[src/rtl/sp_ram_arb_pkg.sv]
// sp_ram_arb_pkg
//   Shared types and the round-robin pick function for the sp_ram arbiter.
//   The index type is sized for the largest supported master count (8),
//   so every instance uses the same 3-bit master index regardless of
//   NUM_MASTERS; the unused upper values are never produced.
package sp_ram_arb_pkg;

  localparam int MAX_MASTERS = 8;
  // Index width for MAX_MASTERS, never below 1.
  localparam int IDX_W = (MAX_MASTERS > 1) ? $clog2(MAX_MASTERS) : 1;

  typedef logic [IDX_W-1:0] idx_t;

  typedef struct packed {
    logic valid;
    idx_t idx;
  } pick_t;

  // Winner = first requester found scanning upward from ptr, wrapping at num.
  // idx is 0 when nothing requests, so the datapath defaults to master 0.
  function automatic pick_t rr_pick(input logic [MAX_MASTERS-1:0] req,
                                    input idx_t ptr,
                                    input int num);
    pick_t res;
    int    k;
    res.valid = 1'b0;
    res.idx   = '0;
    for (int i = 0; i < MAX_MASTERS; i++) begin
      if (i < num) begin
        // ptr < num, so one subtraction is enough to wrap.
        k = int'(ptr) + i;
        if (k >= num) k = k - num;
        if (!res.valid && req[k[IDX_W-1:0]]) begin
          res.valid = 1'b1;
          res.idx   = k[IDX_W-1:0];
        end
      end
    end
    return res;
  endfunction

endpackage

[src/rtl/sp_ram_arbiter_if.sv]
// sp_ram_arbiter_if
//   Bundles the per-master request/response bus and the single sp_ram
//   slave port. Signal names keep the arbiter's point of view (_i = into
//   the arbiter, _o = out of it).
//   modport slave  : the arbiter itself.
//   modport master : the surrounding system (bus masters plus sp_ram).
interface sp_ram_arbiter_if #(
  parameter int NUM_MASTERS = 2,
  parameter int ADDR_WIDTH  = 8,
  parameter int DATA_WIDTH  = 32
);
  localparam int BE_WIDTH = DATA_WIDTH / 8;

  // Master side, master k occupies slice k of each packed vector.
  logic [NUM_MASTERS-1:0]            m_req_i;
  logic [NUM_MASTERS*ADDR_WIDTH-1:0] m_addr_i;
  logic [NUM_MASTERS-1:0]            m_we_i;
  logic [NUM_MASTERS*DATA_WIDTH-1:0] m_wdata_i;
  logic [NUM_MASTERS*BE_WIDTH-1:0]   m_be_i;
  logic [NUM_MASTERS-1:0]            m_gnt_o;
  logic [NUM_MASTERS-1:0]            m_rvalid_o;
  logic [DATA_WIDTH-1:0]             m_rdata_o;

  // sp_ram side.
  logic                  s_req_o;
  logic [ADDR_WIDTH-1:0] s_addr_o;
  logic                  s_we_o;
  logic [DATA_WIDTH-1:0] s_wdata_o;
  logic [BE_WIDTH-1:0]   s_be_o;
  logic                  s_gnt_i;
  logic                  s_rvalid_i;
  logic [DATA_WIDTH-1:0] s_rdata_i;

  modport slave (
    input  m_req_i, m_addr_i, m_we_i, m_wdata_i, m_be_i,
    output m_gnt_o, m_rvalid_o, m_rdata_o,
    output s_req_o, s_addr_o, s_we_o, s_wdata_o, s_be_o,
    input  s_gnt_i, s_rvalid_i, s_rdata_i
  );

  modport master (
    output m_req_i, m_addr_i, m_we_i, m_wdata_i, m_be_i,
    input  m_gnt_o, m_rvalid_o, m_rdata_o,
    input  s_req_o, s_addr_o, s_we_o, s_wdata_o, s_be_o,
    output s_gnt_i, s_rvalid_i, s_rdata_i
  );

endinterface

[src/rtl/sp_ram_arb_id_fifo.sv]
// sp_ram_arb_id_fifo
//   Small FIFO of master indices, one entry per granted-but-unanswered
//   transaction. The head is read combinationally (show-ahead) because the
//   response must be routed in the same cycle rvalid arrives.
//   Ports: clk, rst_n (async active-low), push/push_data, pop,
//          full, empty, head.
//   push is ignored when full and pop when empty.
module sp_ram_arb_id_fifo #(
  parameter int DEPTH = 2,
  parameter int WIDTH = 3
) (
  input  logic             clk,
  input  logic             rst_n,
  input  logic             push,
  input  logic [WIDTH-1:0] push_data,
  input  logic             pop,
  output logic             full,
  output logic             empty,
  output logic [WIDTH-1:0] head
);

  localparam int PTR_W = (DEPTH > 1) ? $clog2(DEPTH) : 1;
  localparam int CNT_W = $clog2(DEPTH) + 1;

  logic [WIDTH-1:0] mem_reg [DEPTH];
  logic [PTR_W-1:0] wr_ptr_reg;
  logic [PTR_W-1:0] rd_ptr_reg;
  logic [CNT_W-1:0] count_reg;
  logic             do_push;
  logic             do_pop;

  assign full    = (count_reg == CNT_W'(DEPTH));
  assign empty   = (count_reg == '0);
  assign do_push = push & ~full;
  assign do_pop  = pop & ~empty;
  assign head    = mem_reg[rd_ptr_reg];

  // Storage needs no reset: an entry is only read after being written.
  always_ff @(posedge clk) begin
    if (do_push) mem_reg[wr_ptr_reg] <= push_data;
  end

  // DEPTH is a power of two, so the pointers wrap naturally; a depth of
  // one keeps both pointers pinned at 0.
  always_ff @(posedge clk or negedge rst_n) begin
    if (!rst_n) begin
      wr_ptr_reg <= '0;
      rd_ptr_reg <= '0;
      count_reg  <= '0;
    end else begin
      if (do_push) wr_ptr_reg <= (DEPTH == 1) ? '0 : wr_ptr_reg + 1'b1;
      if (do_pop)  rd_ptr_reg <= (DEPTH == 1) ? '0 : rd_ptr_reg + 1'b1;
      if (do_push && !do_pop)      count_reg <= count_reg + 1'b1;
      else if (do_pop && !do_push) count_reg <= count_reg - 1'b1;
    end
  end

endmodule

[src/rtl/sp_ram_arbiter.sv]
// sp_ram_arbiter
//   Shares one sp_ram slave port between NUM_MASTERS requesters. The
//   request phase is a purely combinational round-robin mux (no added
//   latency); an ID FIFO remembers who was granted so each rvalid/rdata is
//   steered back to its issuer, in order.
//   Ports: clk, rst_n (async active-low), bus (sp_ram_arbiter_if.slave:
//          per-master req/addr/we/wdata/be in, gnt/rvalid/rdata out, and
//          the sp_ram req/addr/we/wdata/be out, gnt/rvalid/rdata in),
//          err_o (sticky: rvalid seen with nothing outstanding).
//   All outputs are held at 0 while rst_n is low.
module sp_ram_arbiter
  import sp_ram_arb_pkg::*;
#(
  parameter int NUM_MASTERS = 2,
  parameter int ADDR_WIDTH  = 8,
  parameter int DATA_WIDTH  = 32,
  parameter int MAX_OUTST   = 2
) (
  input  logic             clk,
  input  logic             rst_n,
  sp_ram_arbiter_if.slave  bus,
  output logic             err_o
);

  localparam int BE_WIDTH = DATA_WIDTH / 8;

  logic [MAX_MASTERS-1:0] req_pad;
  pick_t                  pick;
  idx_t                   rr_ptr_reg;
  idx_t                   rr_ptr_next;
  logic                   err_reg;
  logic                   fifo_full;
  logic                   fifo_empty;
  idx_t                   fifo_head;
  logic                   s_req;
  logic                   handshake;
  logic                   rsp_pop;
  logic [NUM_MASTERS-1:0] gnt_vec;
  logic [NUM_MASTERS-1:0] rvalid_vec;

  always_comb begin
    req_pad                  = '0;
    req_pad[NUM_MASTERS-1:0] = bus.m_req_i;
  end

  assign pick = rr_pick(req_pad, rr_ptr_reg, NUM_MASTERS);

  // A full ID FIFO blocks the request phase even if a pop lands in the
  // same cycle; requests resume the cycle after.
  assign s_req     = rst_n & pick.valid & ~fifo_full;
  assign handshake = s_req & bus.s_gnt_i;
  assign rsp_pop   = rst_n & bus.s_rvalid_i & ~fifo_empty;

  assign rr_ptr_next = (pick.idx == idx_t'(NUM_MASTERS - 1)) ? '0
                                                             : idx_t'(pick.idx + 1'b1);

  // Request path: winner's fields (master 0's when idle), zero in reset.
  assign bus.s_req_o   = s_req;
  assign bus.s_addr_o  = rst_n ? bus.m_addr_i[pick.idx*ADDR_WIDTH +: ADDR_WIDTH]  : '0;
  assign bus.s_we_o    = rst_n & bus.m_we_i[pick.idx];
  assign bus.s_wdata_o = rst_n ? bus.m_wdata_i[pick.idx*DATA_WIDTH +: DATA_WIDTH] : '0;
  assign bus.s_be_o    = rst_n ? bus.m_be_i[pick.idx*BE_WIDTH +: BE_WIDTH]       : '0;

  // Grant and response demux.
  for (genvar gi = 0; gi < NUM_MASTERS; gi++) begin : g_demux
    assign gnt_vec[gi]    = handshake & (pick.idx == idx_t'(gi));
    assign rvalid_vec[gi] = rsp_pop & (fifo_head == idx_t'(gi));
  end

  assign bus.m_gnt_o    = gnt_vec;
  assign bus.m_rvalid_o = rvalid_vec;
  assign bus.m_rdata_o  = rst_n ? bus.s_rdata_i : '0;
  assign err_o          = err_reg;

  // Pointer only advances on a handshake, so a stalled winner keeps its
  // priority until the slave finally grants it.
  always_ff @(posedge clk or negedge rst_n) begin
    if (!rst_n) begin
      rr_ptr_reg <= '0;
      err_reg    <= 1'b0;
    end else begin
      if (handshake) rr_ptr_reg <= rr_ptr_next;
      if (bus.s_rvalid_i && fifo_empty) err_reg <= 1'b1;
    end
  end

  sp_ram_arb_id_fifo #(
    .DEPTH (MAX_OUTST),
    .WIDTH (IDX_W)
  ) u_id_fifo (
    .clk       (clk),
    .rst_n     (rst_n),
    .push      (handshake),
    .push_data (pick.idx),
    .pop       (rsp_pop),
    .full      (fifo_full),
    .empty     (fifo_empty),
    .head      (fifo_head)
  );

endmodule

[src/flat_wrapper.sv]
// flat-port wrapper written by rule: the top's interface ports become plain ports
module sp_ram_arbiter_flat import sp_ram_arb_pkg::*;
#(
  parameter int NUM_MASTERS = 2,
  parameter int ADDR_WIDTH  = 8,
  parameter int DATA_WIDTH  = 32,
  parameter int MAX_OUTST   = 2
)
  (clk, rst_n, err_o, bus_m_req_i, bus_m_addr_i, bus_m_we_i, bus_m_wdata_i, bus_m_be_i, bus_m_gnt_o, bus_m_rvalid_o, bus_m_rdata_o, bus_s_req_o, bus_s_addr_o, bus_s_we_o, bus_s_wdata_o, bus_s_be_o, bus_s_gnt_i, bus_s_rvalid_i, bus_s_rdata_i);
  sp_ram_arbiter_if #(.NUM_MASTERS(NUM_MASTERS), .ADDR_WIDTH(ADDR_WIDTH), .DATA_WIDTH(DATA_WIDTH)) bus_i ();
  input  logic clk;
  input  logic rst_n;
  output logic err_o;
  input wire logic [$bits(bus_i.m_req_i)-1:0] bus_m_req_i;
  input wire logic [$bits(bus_i.m_addr_i)-1:0] bus_m_addr_i;
  input wire logic [$bits(bus_i.m_we_i)-1:0] bus_m_we_i;
  input wire logic [$bits(bus_i.m_wdata_i)-1:0] bus_m_wdata_i;
  input wire logic [$bits(bus_i.m_be_i)-1:0] bus_m_be_i;
  output wire logic [$bits(bus_i.m_gnt_o)-1:0] bus_m_gnt_o;
  output wire logic [$bits(bus_i.m_rvalid_o)-1:0] bus_m_rvalid_o;
  output wire logic [$bits(bus_i.m_rdata_o)-1:0] bus_m_rdata_o;
  output wire logic [$bits(bus_i.s_req_o)-1:0] bus_s_req_o;
  output wire logic [$bits(bus_i.s_addr_o)-1:0] bus_s_addr_o;
  output wire logic [$bits(bus_i.s_we_o)-1:0] bus_s_we_o;
  output wire logic [$bits(bus_i.s_wdata_o)-1:0] bus_s_wdata_o;
  output wire logic [$bits(bus_i.s_be_o)-1:0] bus_s_be_o;
  input wire logic [$bits(bus_i.s_gnt_i)-1:0] bus_s_gnt_i;
  input wire logic [$bits(bus_i.s_rvalid_i)-1:0] bus_s_rvalid_i;
  input wire logic [$bits(bus_i.s_rdata_i)-1:0] bus_s_rdata_i;
  assign bus_i.m_req_i = bus_m_req_i;
  assign bus_i.m_addr_i = bus_m_addr_i;
  assign bus_i.m_we_i = bus_m_we_i;
  assign bus_i.m_wdata_i = bus_m_wdata_i;
  assign bus_i.m_be_i = bus_m_be_i;
  assign bus_m_gnt_o = bus_i.m_gnt_o;
  assign bus_m_rvalid_o = bus_i.m_rvalid_o;
  assign bus_m_rdata_o = bus_i.m_rdata_o;
  assign bus_s_req_o = bus_i.s_req_o;
  assign bus_s_addr_o = bus_i.s_addr_o;
  assign bus_s_we_o = bus_i.s_we_o;
  assign bus_s_wdata_o = bus_i.s_wdata_o;
  assign bus_s_be_o = bus_i.s_be_o;
  assign bus_i.s_gnt_i = bus_s_gnt_i;
  assign bus_i.s_rvalid_i = bus_s_rvalid_i;
  assign bus_i.s_rdata_i = bus_s_rdata_i;
  sp_ram_arbiter #(.NUM_MASTERS(NUM_MASTERS), .ADDR_WIDTH(ADDR_WIDTH), .DATA_WIDTH(DATA_WIDTH), .MAX_OUTST(MAX_OUTST)) u_core (.clk(clk), .rst_n(rst_n), .bus(bus_i), .err_o(err_o));
endmodule
[config.mk]
export PLATFORM = sky130hd
export DESIGN_NAME = sp_ram_arbiter_flat
export DESIGN_NICKNAME = d
export VERILOG_FILES = /design/src/rtl/sp_ram_arb_pkg.sv /design/src/rtl/sp_ram_arbiter_if.sv /design/src/rtl/sp_ram_arb_id_fifo.sv /design/src/rtl/sp_ram_arbiter.sv /design/src/flat_wrapper.sv
export SDC_FILE = /design/constraint.sdc
export NUM_CORES = 1
export LEC_CHECK = 0
export ABC_AREA = 0
export BUFFER_PORTS_ARGS = -buffer_cell sky130_fd_sc_hd__buf_2
export CELL_PAD_IN_SITES_DETAIL_PLACEMENT = 0
export CELL_PAD_IN_SITES_GLOBAL_PLACEMENT = 1
export CORE_ASPECT_RATIO = 0.8
export CORE_UTILIZATION = 19
export DETAILED_ROUTE_END_ITERATION = 7
export PLACE_DENSITY_LB_ADDON = 0.1
export SKIP_LAST_GASP = 1
export SYNTH_ARGS = -nofsm -noshare
export SYNTH_HDL_FRONTEND = slang
export SYNTH_SLANG_ARGS = --single-unit
[constraint.sdc]
create_clock -name clk -period 2.2 [get_ports clk]
set_clock_uncertainty 0.1 [all_clocks]
set_input_delay 0.33 -clock clk [delete_from_list [all_inputs] [get_ports clk]]
set_output_delay 0.33 -clock clk [all_outputs]
set_load 0.1 [all_outputs]
==> qor.txt, run 1 <==
PWR
------------------------------------------------------------------------------------------------------
Overall power after layout                                                                     5.29 mW
P per Cell Area                                                                            1020 nW/µm²
Relative contribution of sequential cells to total power                                         0.075
Switching power                                                                                2.80 mW
Internal cell power                                                                            2.49 mW
Clk network pwr share                                                                            0.066
Static Leakage                                                                                 2.32 nW
Combinational share of power                                                                     0.859
Proportion of total power due to net switching                                                   0.529
IR Drop Worst-Case VDD                                                                        0.425 mV

FLOORPLANNING
------------------------------------------------------------------------------------------------------
Core area                                                                                     9190 µm²
Floorplan die area                                                                           10000 µm²
Number of placed I/O pins                                                                          211
Vert. Die Dim                                                                                  89.7 µm
Die X                                                                                           112 µm
Standard-cell row count                                                                             31
Starting density of the core                                                                     0.199

CLOCKING
------------------------------------------------------------------------------------------------------
Clk sink count                                                                                      14
CTS tree                                                                                          done
H-tree level count                                                                                   1
Worst-skew pair later-pin latency                                                              0.24 ns
Clock transition at the register clock pins on the worst setup and hold paths after CTS        0.05 ns
Maximum root-to-sink buffer count                                                                    2
Clock buffer count from CTS                                                                          3
Clock root buffer                                                                         sky130_fd_sc_hd__clkbuf_16

PLACE
------------------------------------------------------------------------------------------------------
Half-perimeter wire length of the detailed placement result                                    6.91 mm
Number of instances in the placed design                                                           585
PortBufs                                                                                           210
Worst slack at placement                                                                     -0.353 ns
Gp weighted congestion                                                                           0.757
Area after detailed placement                                                                 4990 µm²

STA
------------------------------------------------------------------------------------------------------
Maximum clock frequency                                                                      0.364 GHz
Post-route setup slack                                                                       -0.545 ns
Final Max Slew Viols                                                                                 0
Final hold violation count                                                                           0
Total setup violations reported at the end of the flow                                              57
Unrepaired setup endpoints after global routing                                                   true
Final clock period utilization by the worst path                                                  1.25
Crit path time final                                                                           2.74 ns

WORST HOLD PATH
------------------------------------------------------------------------------------------------------
Path type of the worst min-delay path                                                     input pin to asynchronous set/reset pin

GLOBAL ROUTING
------------------------------------------------------------------------------------------------------
Overall routing resource usage                                                                   0.158
Via count of the first global-routing pass                                                        2621
Wire length of the first global-routing pass                                                   12.7 mm
Maximum number of pins on one net before global-route repair                                        63
Initial antenna violation count                                                                      0
Sum of overflow across all layers after global routing                                               0

STATUS
------------------------------------------------------------------------------------------------------
Violations in the final reports                                                           design-rule violations, negative setup slack
Result of the run                                                                         finished, violations left

CRITICAL PATH
------------------------------------------------------------------------------------------------------
Maximum cell stage delay along the critical path                                               0.45 ns
Largest delay contributor family on the critical path                                     compound AO/OA/AOI/OAI gates
Crit path max fanout                                                                                13
Worst reg2reg startpoint                                                                  u_core.rr_ptr_reg[0]$_DFFE_PN0P_
Reg2reg end                                                                               u_core.u_id_fifo.count_reg[1]$_DFFE_PN0P_
Dominant cell type by count on the critical path                                          sky130_fd_sc_hd__buf_12
Slowest cell on crit path                                                                 sky130_fd_sc_hd__o41a_4
Critical Path RT                                                                               1.77 ns
Arrival time reported for the critical path endpoint                                           2.31 ns
Worst setup EP type                                                                       primary output
Reg-to-reg setup timing slack                                                                 -0.29 ns
Critical setup path kind                                                                  flop to primary output
Length in cells of the worst reg-to-reg path                                                        11
Startpoint type of the worst setup path                                                           flop
List of cells traversed by the critical path                                              ha_2 -> nor2b_4 -> o31a_1 -> o41a_4 -> buf_12 -> mux2i_4 -> buf_12
Buffering stage count on the worst path with inverters included                                      2

LOGIC SYNTHESIS
------------------------------------------------------------------------------------------------------
Async set or reset register ratio after synthesis                                                0.571
Largest area contributor in the synthesized netlist                                       sky130_fd_sc_hd__mux2i_1
Area fraction of the dominant cell type after synthesis                                          0.257
Count of flip-flops with a built-in enable after synthesis                                           6
Warnings, synthesis                                                                                  0
Part of the Yosys area used for sequential elements                                              0.208
Dominant cell by count in the synthesized netlist                                         sky130_fd_sc_hd__nand2_1
Number of different library cells in the post-synthesis netlist                                     33
Flip-flop and latch count after synthesis                                                           14
Avg Synthesized Cell Area                                                                     7.17 µm²
Cell count after synthesis                                                                         255
Top area cells in the synthesized netlist                                                 sky130_fd_sc_hd__mux2i_1, sky130_fd_sc_hd__nand2_1, sky130_fd_sc_hd__and2_1, sky130_fd_sc_hd__dfrtp_1, sky130_fd_sc_hd__edfxtp_1
Netlist Area Pre-Place                                                                        1830 µm²
Most used flip-flop cell after synthesis                                                  sky130_fd_sc_hd__dfrtp_1
Ranking of synthesized cells by instance count                                            sky130_fd_sc_hd__nand2_1, sky130_fd_sc_hd__mux2i_1, sky130_fd_sc_hd__and2_1

CELLS AND AREA
------------------------------------------------------------------------------------------------------
Ratio of cells with drive above 1 in the final layout                                            0.638
Share of the core filled with cells in the final layout                                          0.565
Post-layout instance area                                                                     5190 µm²
Final non-filler cell total                                                                        595
Antenna diode count                                                                                  0
Flip-flop count of the largest register, all copies and words added                                  6
Filler cell count                                                                                  800
Synth-to-layout area growth                                                                       184%
Net count of the finished layout                                                                   612

RUN
------------------------------------------------------------------------------------------------------
Max-capacitance violation count                                                                      0

DETAILED ROUTING
------------------------------------------------------------------------------------------------------
Routed WL                                                                                      7.97 mm
Average wire length per cell after detail routing                                              13.4 µm
DRC Markers                                                                                          9
DRC violation total after the first TritonRoute iteration                                           93
Routed via count                                                                                  2572
Detailed-routing iteration count for the pre-antenna-repair pass                                     6
Detailed-route vias per instance                                                                  4.32
Final ANT Viol Nets                                                                                  0

worst reg2reg max path: cells and delay by family, from the launching register on:
kind | cells | cell delay [ns]
AO/OA/AOI/OAI | 2 | 0.56
XOR/XNOR | 3 | 0.44
adder cells (fa/ha/maj) | 2 | 0.41
buffers and inverters | 2 | 0.29
flip-flops | 1 | 0.42
AND/OR/NAND/NOR | 2 | 0.16
cell usage in the layout (no fill, tap or decap), types with 3 or more instances in the layout:
| cell | synthesis | layout |
|---|---|---|
| sky130_fd_sc_hd__mux2i_4 | 0 | 45 |
| sky130_fd_sc_hd__nor2_4 | 0 | 3 |
| sky130_fd_sc_hd__conb_1 | 1 | 4 |
| sky130_fd_sc_hd__buf_12 | 0 | 83 |
| sky130_fd_sc_hd__clkbuf_16 | 0 | 4 |
| sky130_fd_sc_hd__xnor2_1 | 3 | 3 |
| sky130_fd_sc_hd__nor2_1 | 7 | 4 |
| sky130_fd_sc_hd__inv_1 | 4 | 4 |
| sky130_fd_sc_hd__edfxtp_1 | 6 | 6 |
| sky130_fd_sc_hd__dfrtp_1 | 8 | 7 |
| sky130_fd_sc_hd__and2_1 | 32 | 30 |
| sky130_fd_sc_hd__buf_2 | 2 | 129 |
| sky130_fd_sc_hd__nand2_1 | 91 | 91 |
| sky130_fd_sc_hd__buf_4 | 1 | 22 |
how the worst max path moves through the flow:
stage,start,slack [ns],cells past startpoint,to
5_1_grt,u_core.rr_ptr_reg[0]$_DFFE_PN0P_,-0.61,8,bus_m_gnt_o[0]
3_3_place_gp,u_core.rr_ptr_reg[0]$_DFFE_PN0P_,-0.32,7,bus_s_wdata_o[5]
2_1_floorplan,u_core.rr_ptr_reg[0]$_DFFE_PN0P_,-0.59,7,bus_s_wdata_o[10]
6_report,u_core.rr_ptr_reg[0]$_DFFE_PN0P_,-0.54,7,bus_s_addr_o[3]
4_1_cts,u_core.rr_ptr_reg[1]$_DFFE_PN0P_,-0.56,8,bus_s_wdata_o[9]
3_5_place_dp,u_core.rr_ptr_reg[1]$_DFFE_PN0P_,-0.35,8,bus_s_wdata_o[8]
power by group through the flow:
stage                     clock network, mW  registers [mW]  logic [mW]
after floorplan                           0           0.402        3.06
after global placement                    0           0.400        4.39
after detailed placement                  0           0.403        4.41
after CTS                             0.358           0.399        4.46
after global routing                  0.373           0.407        4.70
final                                 0.348           0.398        4.54
stage by stage:
step / TNS, ns / hold WS (ns)
detailed placement: -16.50 / 0.246
global route: -30.10 / 0.0399
floorplan: -26.35 / -0.0656
global placement: -14.94 / 0.255
CTS: -25.63 / 0.0244
finish: -26.11 / 0.0180
area by class of cell:
class,count,area [µm²],area share
clock buffers,3,75.1,0.0145
repair buffers,239,2560,0.493
flip-flops and latches,14,382,0.0735
well taps,115,144,0.0277
inverters,5,18.8,0.00362
multi-input cells,218,2010,0.387
clock inverters,1,3.75,0.000723
per-layer routing:
metal / global-route usage / routed length, µm
met3: 0.0580 / 861
met1: 0.162 / 2680
met4: 0.0304 / 87
met2: 0.306 / 4340
met5: 0 / 0
cell families (layout without fill, tap and decap cells):
kind of cell             count (synthesis)  in the layout  share of synthesized area
AND/OR/NAND/NOR                        143            143                      0.355
multiplexers                            47             47                      0.257
buffers and inverters                   26            248                     0.0691
AO/OA/AOI/OAI                           16             16                     0.0643
flip-flops                              14             14                      0.208
XOR/XNOR                                 5              5                     0.0240
adder cells (fa/ha/maj)                  3              3                     0.0205
other                                    1              4                    0.00205
timing repair:
action / 4_1_cts / 5_1_grt
pin swaps: 1 / 1
setup buffers: 0 / 5
gates cloned: 0 / 1
hold endpoints to repair: 2 / 0
resized for setup: 7 / 4
endpoints found under the setup margin: 56 / 56
hold buffers: 1 / 0
Note: power is estimated with default switching activity, not from simulation.
==> run 2, diff against run 1 <==
--- a/config.mk
+++ b/config.mk
@@ -10,9 +10,10 @@
 export CELL_PAD_IN_SITES_DETAIL_PLACEMENT = 0
 export CELL_PAD_IN_SITES_GLOBAL_PLACEMENT = 1
 export CORE_ASPECT_RATIO = 0.8
-export CORE_UTILIZATION = 19
+export CORE_UTILIZATION = 21
 export DETAILED_ROUTE_END_ITERATION = 7
 export PLACE_DENSITY_LB_ADDON = 0.1
+export SKIP_CTS_REPAIR_TIMING = 1
 export SKIP_LAST_GASP = 1
 export SYNTH_ARGS = -nofsm -noshare
 export SYNTH_HDL_FRONTEND = slang
==> constraint.sdc (replaced) <==
create_clock -name clk -period 2.6 [get_ports clk]
set_clock_uncertainty 0.1 [all_clocks]
set_input_delay 0.39 -clock clk [delete_from_list [all_inputs] [get_ports clk]]
set_output_delay 0.39 -clock clk [all_outputs]
set_load 0.1 [all_outputs]
==> run 2 against run 1 <==
  * Combinational power decreased by 21%
  * Count of clock-buffer cells in the layout increased by 1
  * Core utilization decreased by 2.4 points
  * Sequential cell count unchanged
  * Critical path depth unchanged
  * Register-to-register slack improved by 0.43 ns
  * Design area decreased by 12%
  * Sequential share of layout area increased by 1.0 points
  * Wire length decreased by 7.3%
  * Highest routed layer unchanged
  * First-iteration DRC count decreased by 28%
  * Hold slack improved by 0.19 ns
  * Critical endpoint is now bus_s_wdata_o[11]
  * The run ends with negative setup slack left
==> qor.txt, run 2 (synthesis results as in run 1) <==
STATUS
------------------------------------------------------------------------------------------------------
Result of the run                                                                         finished, violations left
Violations in the final reports                                                           negative setup slack

STA
------------------------------------------------------------------------------------------------------
Unrepaired setup endpoints after global routing                                                   true
Worst slack on hold paths                                                                     0.204 ns   +0.186 ns
Transition time at the pin with the least slew margin                                         0.512 ns
Total setup violations reported at the end of the flow                                              48   -16%
Post-route setup slack                                                                       -0.194 ns   +0.351 ns
Final hold violation count                                                                           0   unchanged
Maximum clock frequency                                                                      0.358 GHz
Crit path time final                                                                           2.79 ns
Final clock period utilization by the worst path                                                  1.07
Final Max Slew Viols                                                                                 0   unchanged
Slew Limit Headroom                                                                              0.657

CELLS AND AREA
------------------------------------------------------------------------------------------------------
Net count of the finished layout                                                                   601   -1.8%
Final non-filler cell total                                                                        581   -2.4%
Flip-flop count of the largest register, all copies and words added                                  6   unchanged
Share of the core filled with cells in the final layout                                          0.541   -0.0238
Most common cell after layout, fill and taps aside                                        sky130_fd_sc_hd__buf_2
Commonest cells after routing, fill and taps aside                                        sky130_fd_sc_hd__buf_2, sky130_fd_sc_hd__nand2_1, sky130_fd_sc_hd__buf_12, sky130_fd_sc_hd__mux2i_4, sky130_fd_sc_hd__and2_1
Antenna diode count                                                                                  0   unchanged
Ratio of cells with drive above 1 in the final layout                                            0.620   -0.0170
Synth-to-layout area growth                                                                       150%

CRITICAL PATH
------------------------------------------------------------------------------------------------------
Critical setup path kind                                                                  flop to primary output
Reg2reg end                                                                               u_core.u_id_fifo.mem_reg[1][1]$_DFFE_PP_
Reg-to-reg setup timing slack                                                                  0.14 ns   +0.43 ns
Arrival time reported for the critical path endpoint                                           2.30 ns   about the same
Crit path max fanout                                                                                13   unchanged
Launching instance or port of the critical path                                           u_core.rr_ptr_reg[0]$_DFFE_PN0P_
Startpoint type of the worst setup path                                                           flop
Critical Path RT                                                                               2.11 ns   +0.34 ns
Worst setup EP type                                                                       primary output
Length in cells of the worst reg-to-reg path                                                         9   -2
Worst reg2reg startpoint                                                                  u_core.rr_ptr_reg[1]$_DFFE_PN0P_

DETAILED ROUTING
------------------------------------------------------------------------------------------------------
Detailed-routing iteration count for the pre-antenna-repair pass                                     4   -2
Final ANT Viol Nets                                                                                  0   unchanged
Routed WL                                                                                      7.38 mm   -7.3%
Detailed-route vias per instance                                                                  4.25   -1.6%
Average wire length per cell after detail routing                                              12.7 µm   -5.1%
DRC Markers                                                                                          0   -9
Routed via count                                                                                  2471   -3.9%
DRC violation total after the first TritonRoute iteration                                           67   -28%

FLOORPLANNING
------------------------------------------------------------------------------------------------------
Number of placed I/O pins                                                                          211   unchanged
Floorplan die area                                                                            9080 µm²   -9.3%
Core area                                                                                     8450 µm²   -8.1%
Die X                                                                                           106 µm   -4.8%
Starting density of the core                                                                     0.216   +0.0176
Standard-cell row count                                                                             30   -3.2%
Vert. Die Dim                                                                                  85.5 µm   -4.8%

PWR
------------------------------------------------------------------------------------------------------
Clk network pwr share                                                                            0.051   -0.015
Proportion of total power due to net switching                                                   0.552   +0.0235
P per Cell Area                                                                             908 nW/µm²   -11%
Internal cell power                                                                            1.86 mW   -25%
Switching power                                                                                2.29 mW   -18%
Relative contribution of sequential cells to total power                                         0.081   +0.006
Combinational share of power                                                                     0.867   +0.008
IR Drop Worst-Case VDD                                                                        0.339 mV   -20%
Static Leakage                                                                                 2.11 nW   -9.3%

PLACE
------------------------------------------------------------------------------------------------------
Half-perimeter wire length of the detailed placement result                                    6.33 mm   -8.5%
PortBufs                                                                                           210   unchanged
Worst slack at placement                                                                    -0.0215 ns   +0.331 ns
Gp weighted congestion                                                                           0.886   +17%
Number of instances in the placed design                                                           573   -2.1%

CLOCKING
------------------------------------------------------------------------------------------------------
Clk sink count                                                                                      14   unchanged
Clock root buffer                                                                         sky130_fd_sc_hd__clkbuf_8
CTS tree                                                                                          done
Clock transition at the register clock pins on the worst setup and hold paths after CTS        0.06 ns   about the same
Maximum root-to-sink buffer count                                                                    2   unchanged
Worst-skew pair later-pin latency                                                              0.25 ns   about the same
Clock buffer count from CTS                                                                          3   unchanged
H-tree level count                                                                                   1   unchanged

GLOBAL ROUTING
------------------------------------------------------------------------------------------------------
Initial antenna violation count                                                                      0   unchanged
Overall routing resource usage                                                                   0.155   -0.00380
Via count of the first global-routing pass                                                        2375   -9.4%
Maximum number of pins on one net before global-route repair                                        58   -7.9%
Sum of overflow across all layers after global routing                                               0   unchanged
Wire length of the first global-routing pass                                                   11.2 mm   -12%

WORST HOLD PATH
------------------------------------------------------------------------------------------------------
Path type of the worst min-delay path                                                     input pin to asynchronous set/reset pin

RUN
------------------------------------------------------------------------------------------------------
Max-capacitance violation count                                                                      0   unchanged

==> run 2: cell types whose count changed in the layout (fill, tap and decap cells not counted), sizes merged <==
cell	delta
buf	-10
clkinv	-1
==> run 2: worst max path at each step <==
stage               depth (start not counted)           endpoint
finish                                      7  bus_s_wdata_o[11]
CTS                                         8     bus_m_gnt_o[0]
global placement                            7    bus_s_addr_o[0]
global route                                7  bus_s_wdata_o[11]
detailed placement                          8     bus_m_gnt_o[0]
floorplan                                   7     bus_m_gnt_o[0]
==> run 2: layer usage <==
layer	wire length, µm	part of all wire	up-vias	track usage
met5	0	0	-	0
met4	61	0.0083	0	0.0227
met3	560	0.076	6	0.0407
met2	4170	0.56	105	0.312
met1	2600	0.35	1092	0.161
li1	-	-	1268	-
==> run 2: final cells by class <==
type / instances / area, µm²
clock buffer: 4 / 55.1
fill: 797 / 3880
inverter: 5 / 18.8
multi-input combinational: 218 / 1970
sequential: 14 / 382
tap: 112 / 140
timing repair buffer: 228 / 2000
==> run 2: power by group through the flow <==
stage / clock network, mW / logic (mW) / registers [mW]
floorplan: 0 / 2.58 / 0.340
global route: 0.232 / 3.72 / 0.350
finish: 0.212 / 3.60 / 0.338
global placement: 0 / 3.55 / 0.339
CTS: 0.219 / 3.58 / 0.338
detailed placement: 0 / 3.57 / 0.343
==> run 2: per-stage QoR <==
step	setup TNS [ns]	power, mW	area, µm²
3_5_place_dp	-0.0977	3.92	4460
4_1_cts	-12.77	4.13	4510
6_report	-8.20	4.15	4570
5_1_grt	-12.70	4.31	4570
2_1_floorplan	-12.21	2.92	2510
3_3_place_gp	0	3.89	4460
==> run 2: worst max-delay path: stages, from the launching register on <==
cell                      delay [ns]
sky130_fd_sc_hd__dfrtp_2        0.42
sky130_fd_sc_hd__ha_2           0.22
sky130_fd_sc_hd__nor3_2         0.15
sky130_fd_sc_hd__a21oi_1        0.08
sky130_fd_sc_hd__o41a_4         0.55
sky130_fd_sc_hd__buf_12         0.20
sky130_fd_sc_hd__mux2i_4        0.21
sky130_fd_sc_hd__buf_12         0.20
==> run 3, diff against run 2 <==
--- a/config.mk
+++ b/config.mk
@@ -13,6 +13,7 @@
 export CORE_UTILIZATION = 21
 export DETAILED_ROUTE_END_ITERATION = 7
 export PLACE_DENSITY_LB_ADDON = 0.1
+export SETUP_SLACK_MARGIN = 0.3
 export SKIP_CTS_REPAIR_TIMING = 1
 export SKIP_LAST_GASP = 1
 export SYNTH_ARGS = -nofsm -noshare
==> run 3 against run 2 <==
  * The run still ends with negative setup slack left
  * Clock power fell by 17%
  * Non-clock buffer count unchanged
  * Wire length up 2.4%
  * Count of clock-buffer cells in the layout fell by 1
  * Largest cell class unchanged
==> qor.txt, run 3 (synthesis results as in run 1) <==
STATUS
------------------------------------------------------------------------------------------------------
Result of the run                                                                         finished, violations left
Violations in the final reports                                                           negative setup slack

CELLS AND AREA
------------------------------------------------------------------------------------------------------
Most common cell after layout, fill and taps aside                                        sky130_fd_sc_hd__buf_2
Commonest cells after routing, fill and taps aside                                        sky130_fd_sc_hd__buf_2, sky130_fd_sc_hd__nand2_1, sky130_fd_sc_hd__buf_12, sky130_fd_sc_hd__mux2i_4, sky130_fd_sc_hd__and2_1
Ratio of cells with drive above 1 in the final layout                                            0.627   +0.00640
Synth-to-layout area growth                                                                       152%
Multi-input gate area in the final layout                                                     1990 µm²   +1.3%
Area of all sequential standard cells                                                          382 µm²   unchanged
Filler cell count                                                                                  794   -0.38%
Flip-flop count of the largest register, all copies and words added                                  6   unchanged
Antenna diode count                                                                                  0   unchanged
Net count of the finished layout                                                                   601   unchanged
Share of the core filled with cells in the final layout                                          0.545   +0.00385
Final non-filler cell total                                                                        581   unchanged

STA
------------------------------------------------------------------------------------------------------
Final clock period utilization by the worst path                                                  1.08   +0.00541
Sum Neg Setup Slack                                                                           -8.05 ns   +0.148 ns
Unrepaired setup endpoints after global routing                                                   true
Slew Limit Headroom                                                                              0.520   -0.137
Final Max Slew Viols                                                                                 0   unchanged
Transition time at the pin with the least slew margin                                         0.717 ns   +0.205 ns
Post-route setup slack                                                                       -0.208 ns   -0.0141 ns
Crit path time final                                                                           2.81 ns   +0.0141 ns
Total setup violations reported at the end of the flow                                              47   -2.1%
Final hold violation count                                                                           0   unchanged
Maximum clock frequency                                                                      0.356 GHz   -0.50%
Worst slack on hold paths                                                                     0.169 ns   -0.0351 ns

CLOCKING
------------------------------------------------------------------------------------------------------
CTS tree                                                                                          done
Clock root buffer                                                                         sky130_fd_sc_hd__clkbuf_8
H-tree level count                                                                                   1   unchanged
Worst-skew pair later-pin latency                                                              0.24 ns   about the same
Maximum root-to-sink buffer count                                                                    2   unchanged
Clk sink count                                                                                      14   unchanged
Clock buffer count from CTS                                                                          3   unchanged
Clock transition at the register clock pins on the worst setup and hold paths after CTS        0.06 ns   about the same

DETAILED ROUTING
------------------------------------------------------------------------------------------------------
Routed WL                                                                                      7.56 mm   +2.4%
Final ANT Viol Nets                                                                                  0   unchanged
Detailed-routing iteration count for the pre-antenna-repair pass                                     4   unchanged
DRC violation total after the first TritonRoute iteration                                           49   -27%
Detailed-route vias per instance                                                                  4.32   +1.6%
DRC Markers                                                                                          0   unchanged
Top routing layer used                                                                            met4
Metal3 WL                                                                                       489 µm   -13%
Routed via count                                                                                  2510   +1.6%
Wire length on met2                                                                            4.15 mm   -0.36%
Average wire length per cell after detail routing                                              13.0 µm   +2.4%
DRT met1 WL                                                                                    2.89 mm   +11%

GLOBAL ROUTING
------------------------------------------------------------------------------------------------------
Sum of overflow across all layers after global routing                                               0   unchanged
Initial antenna violation count                                                                      0   unchanged
Maximum number of pins on one net before global-route repair                                        70   +21%
Via count of the first global-routing pass                                                        2400   +1.1%
Wire length of the first global-routing pass                                                   11.9 mm   +6.3%
Overall routing resource usage                                                                   0.162   +0.00738

CRITICAL PATH
------------------------------------------------------------------------------------------------------
Slowest cell on crit path                                                                 sky130_fd_sc_hd__o41a_4
Dominant cell type by count on the critical path                                          sky130_fd_sc_hd__buf_12
Critical Path RT                                                                               2.11 ns   about the same
Maximum cell stage delay along the critical path                                               0.44 ns   -0.11 ns
Worst setup EP type                                                                       primary output
Critical setup path kind                                                                  flop to primary output
List of cells traversed by the critical path                                              ha_2 -> nor2b_4 -> o31a_1 -> o41a_4 -> buf_12 -> mux2i_4 -> buf_12
Buffering stage count on the worst path with inverters included                                      2   unchanged
Crit path max fanout                                                                                16   +3
Largest delay contributor family on the critical path                                     compound AO/OA/AOI/OAI gates
Arrival time reported for the critical path endpoint                                           2.32 ns   +0.02 ns
Startpoint type of the worst setup path                                                           flop

PLACE
------------------------------------------------------------------------------------------------------
Gp weighted congestion                                                                           0.724   -18%
PortBufs                                                                                           210   unchanged
Number of instances in the placed design                                                           573   unchanged
Half-perimeter wire length of the detailed placement result                                    6.42 mm   +1.4%

PWR
------------------------------------------------------------------------------------------------------
Proportion of total power due to net switching                                                   0.557   +0.00427
P per Cell Area                                                                             904 nW/µm²   -0.44%
Internal cell power                                                                            1.84 mW   -0.69%
Switching power                                                                                2.32 mW   +1.0%
Relative contribution of sequential cells to total power                                         0.080   about the same
Clk network pwr share                                                                            0.043   -0.008
Static Leakage                                                                                 2.13 nW   +1.1%
IR Drop Worst-Case VDD                                                                        0.450 mV   +33%
Combinational share of power                                                                     0.877   +0.010

FLOORPLANNING
------------------------------------------------------------------------------------------------------
Floorplan die area                                                                            9080 µm²   unchanged
Number of placed I/O pins                                                                          211   unchanged
Core area                                                                                     8450 µm²   unchanged
Vert. Die Dim                                                                                  85.5 µm   unchanged
Die X                                                                                           106 µm   unchanged
Starting density of the core                                                                     0.216   unchanged
Standard-cell row count                                                                             30   unchanged

WORST HOLD PATH
------------------------------------------------------------------------------------------------------
Path type of the worst min-delay path                                                     input pin to asynchronous set/reset pin

RUN
------------------------------------------------------------------------------------------------------
Max-capacitance violation count                                                                      0   unchanged

==> run 3: changes by cell type in the layout (fill, tap and decap cells not counted), moves of 2 or more <==
| cell | before | now |
|---|---|---|
| sky130_fd_sc_hd__and2_2 | 0 | 2 |
| sky130_fd_sc_hd__buf_4 | 13 | 11 |
| sky130_fd_sc_hd__nor3_2 | 3 | 1 |
| sky130_fd_sc_hd__and2_1 | 32 | 30 |
| sky130_fd_sc_hd__nor3_4 | 0 | 2 |
==> run 3: routing by layer <==
metal / vias to the layer above / global-route usage
met3: 4 / 0.0307
met5: - / 0
met1: 1135 / 0.190
met4: 0 / 0.0152
met2: 106 / 0.313
li1: 1265 / -
==> run 3: path summary, 6_finish.rpt <==
check	startpoint	endpoint	slack, ns	cells past startpoint
min	rst_n	u_core.rr_ptr_reg[2]$_DFFE_PN0P_	0.17	2
max reg2reg	u_core.rr_ptr_reg[0]$_DFFE_PN0P_	u_core.u_id_fifo.count_reg[1]$_DFFE_PN0P_	0.11	10
min in group clk	bus_s_rvalid_i	u_core.err_o$_DFFE_PN0P_	0.27	2
min reg2reg	u_core.err_o$_DFFE_PN0P_	u_core.err_o$_DFFE_PN0P_	0.35	1
max in group asynchronous	rst_n	u_core.u_id_fifo.rd_ptr_reg$_DFFE_PN0P_	1.54	2
max	u_core.rr_ptr_reg[0]$_DFFE_PN0P_	bus_s_wdata_o[31]	-0.21	7
==> run 3: layout make-up <==
class	count	area share
sequential	14	0.0829
timing repair buffer	228	0.439
tap	112	0.0305
clock buffer	3	0.00897
clock inverter	1	0.000816
multi-input combinational	218	0.434
inverter	5	0.00408
==> run 3: stage by stage <==
stage	instance area, µm²	worst slack (ns)	power [mW]
6_report	4600	-0.208	4.16
5_1_grt	4600	-0.284	4.31
4_1_cts	4500	-0.296	4.07
3_5_place_dp	4450	-0.0205	3.88
3_3_place_gp	4450	0.0104	3.87
2_1_floorplan	2520	-0.250	2.93
==> run 3: power groups by stage <==
stage	sequential, mW	clock, mW	combinational, mW
finish	0.334	0.177	3.65
global route	0.344	0.193	3.77
CTS	0.335	0.186	3.55
detailed placement	0.339	0	3.54
global placement	0.338	0	3.53
floorplan	0.340	0	2.59
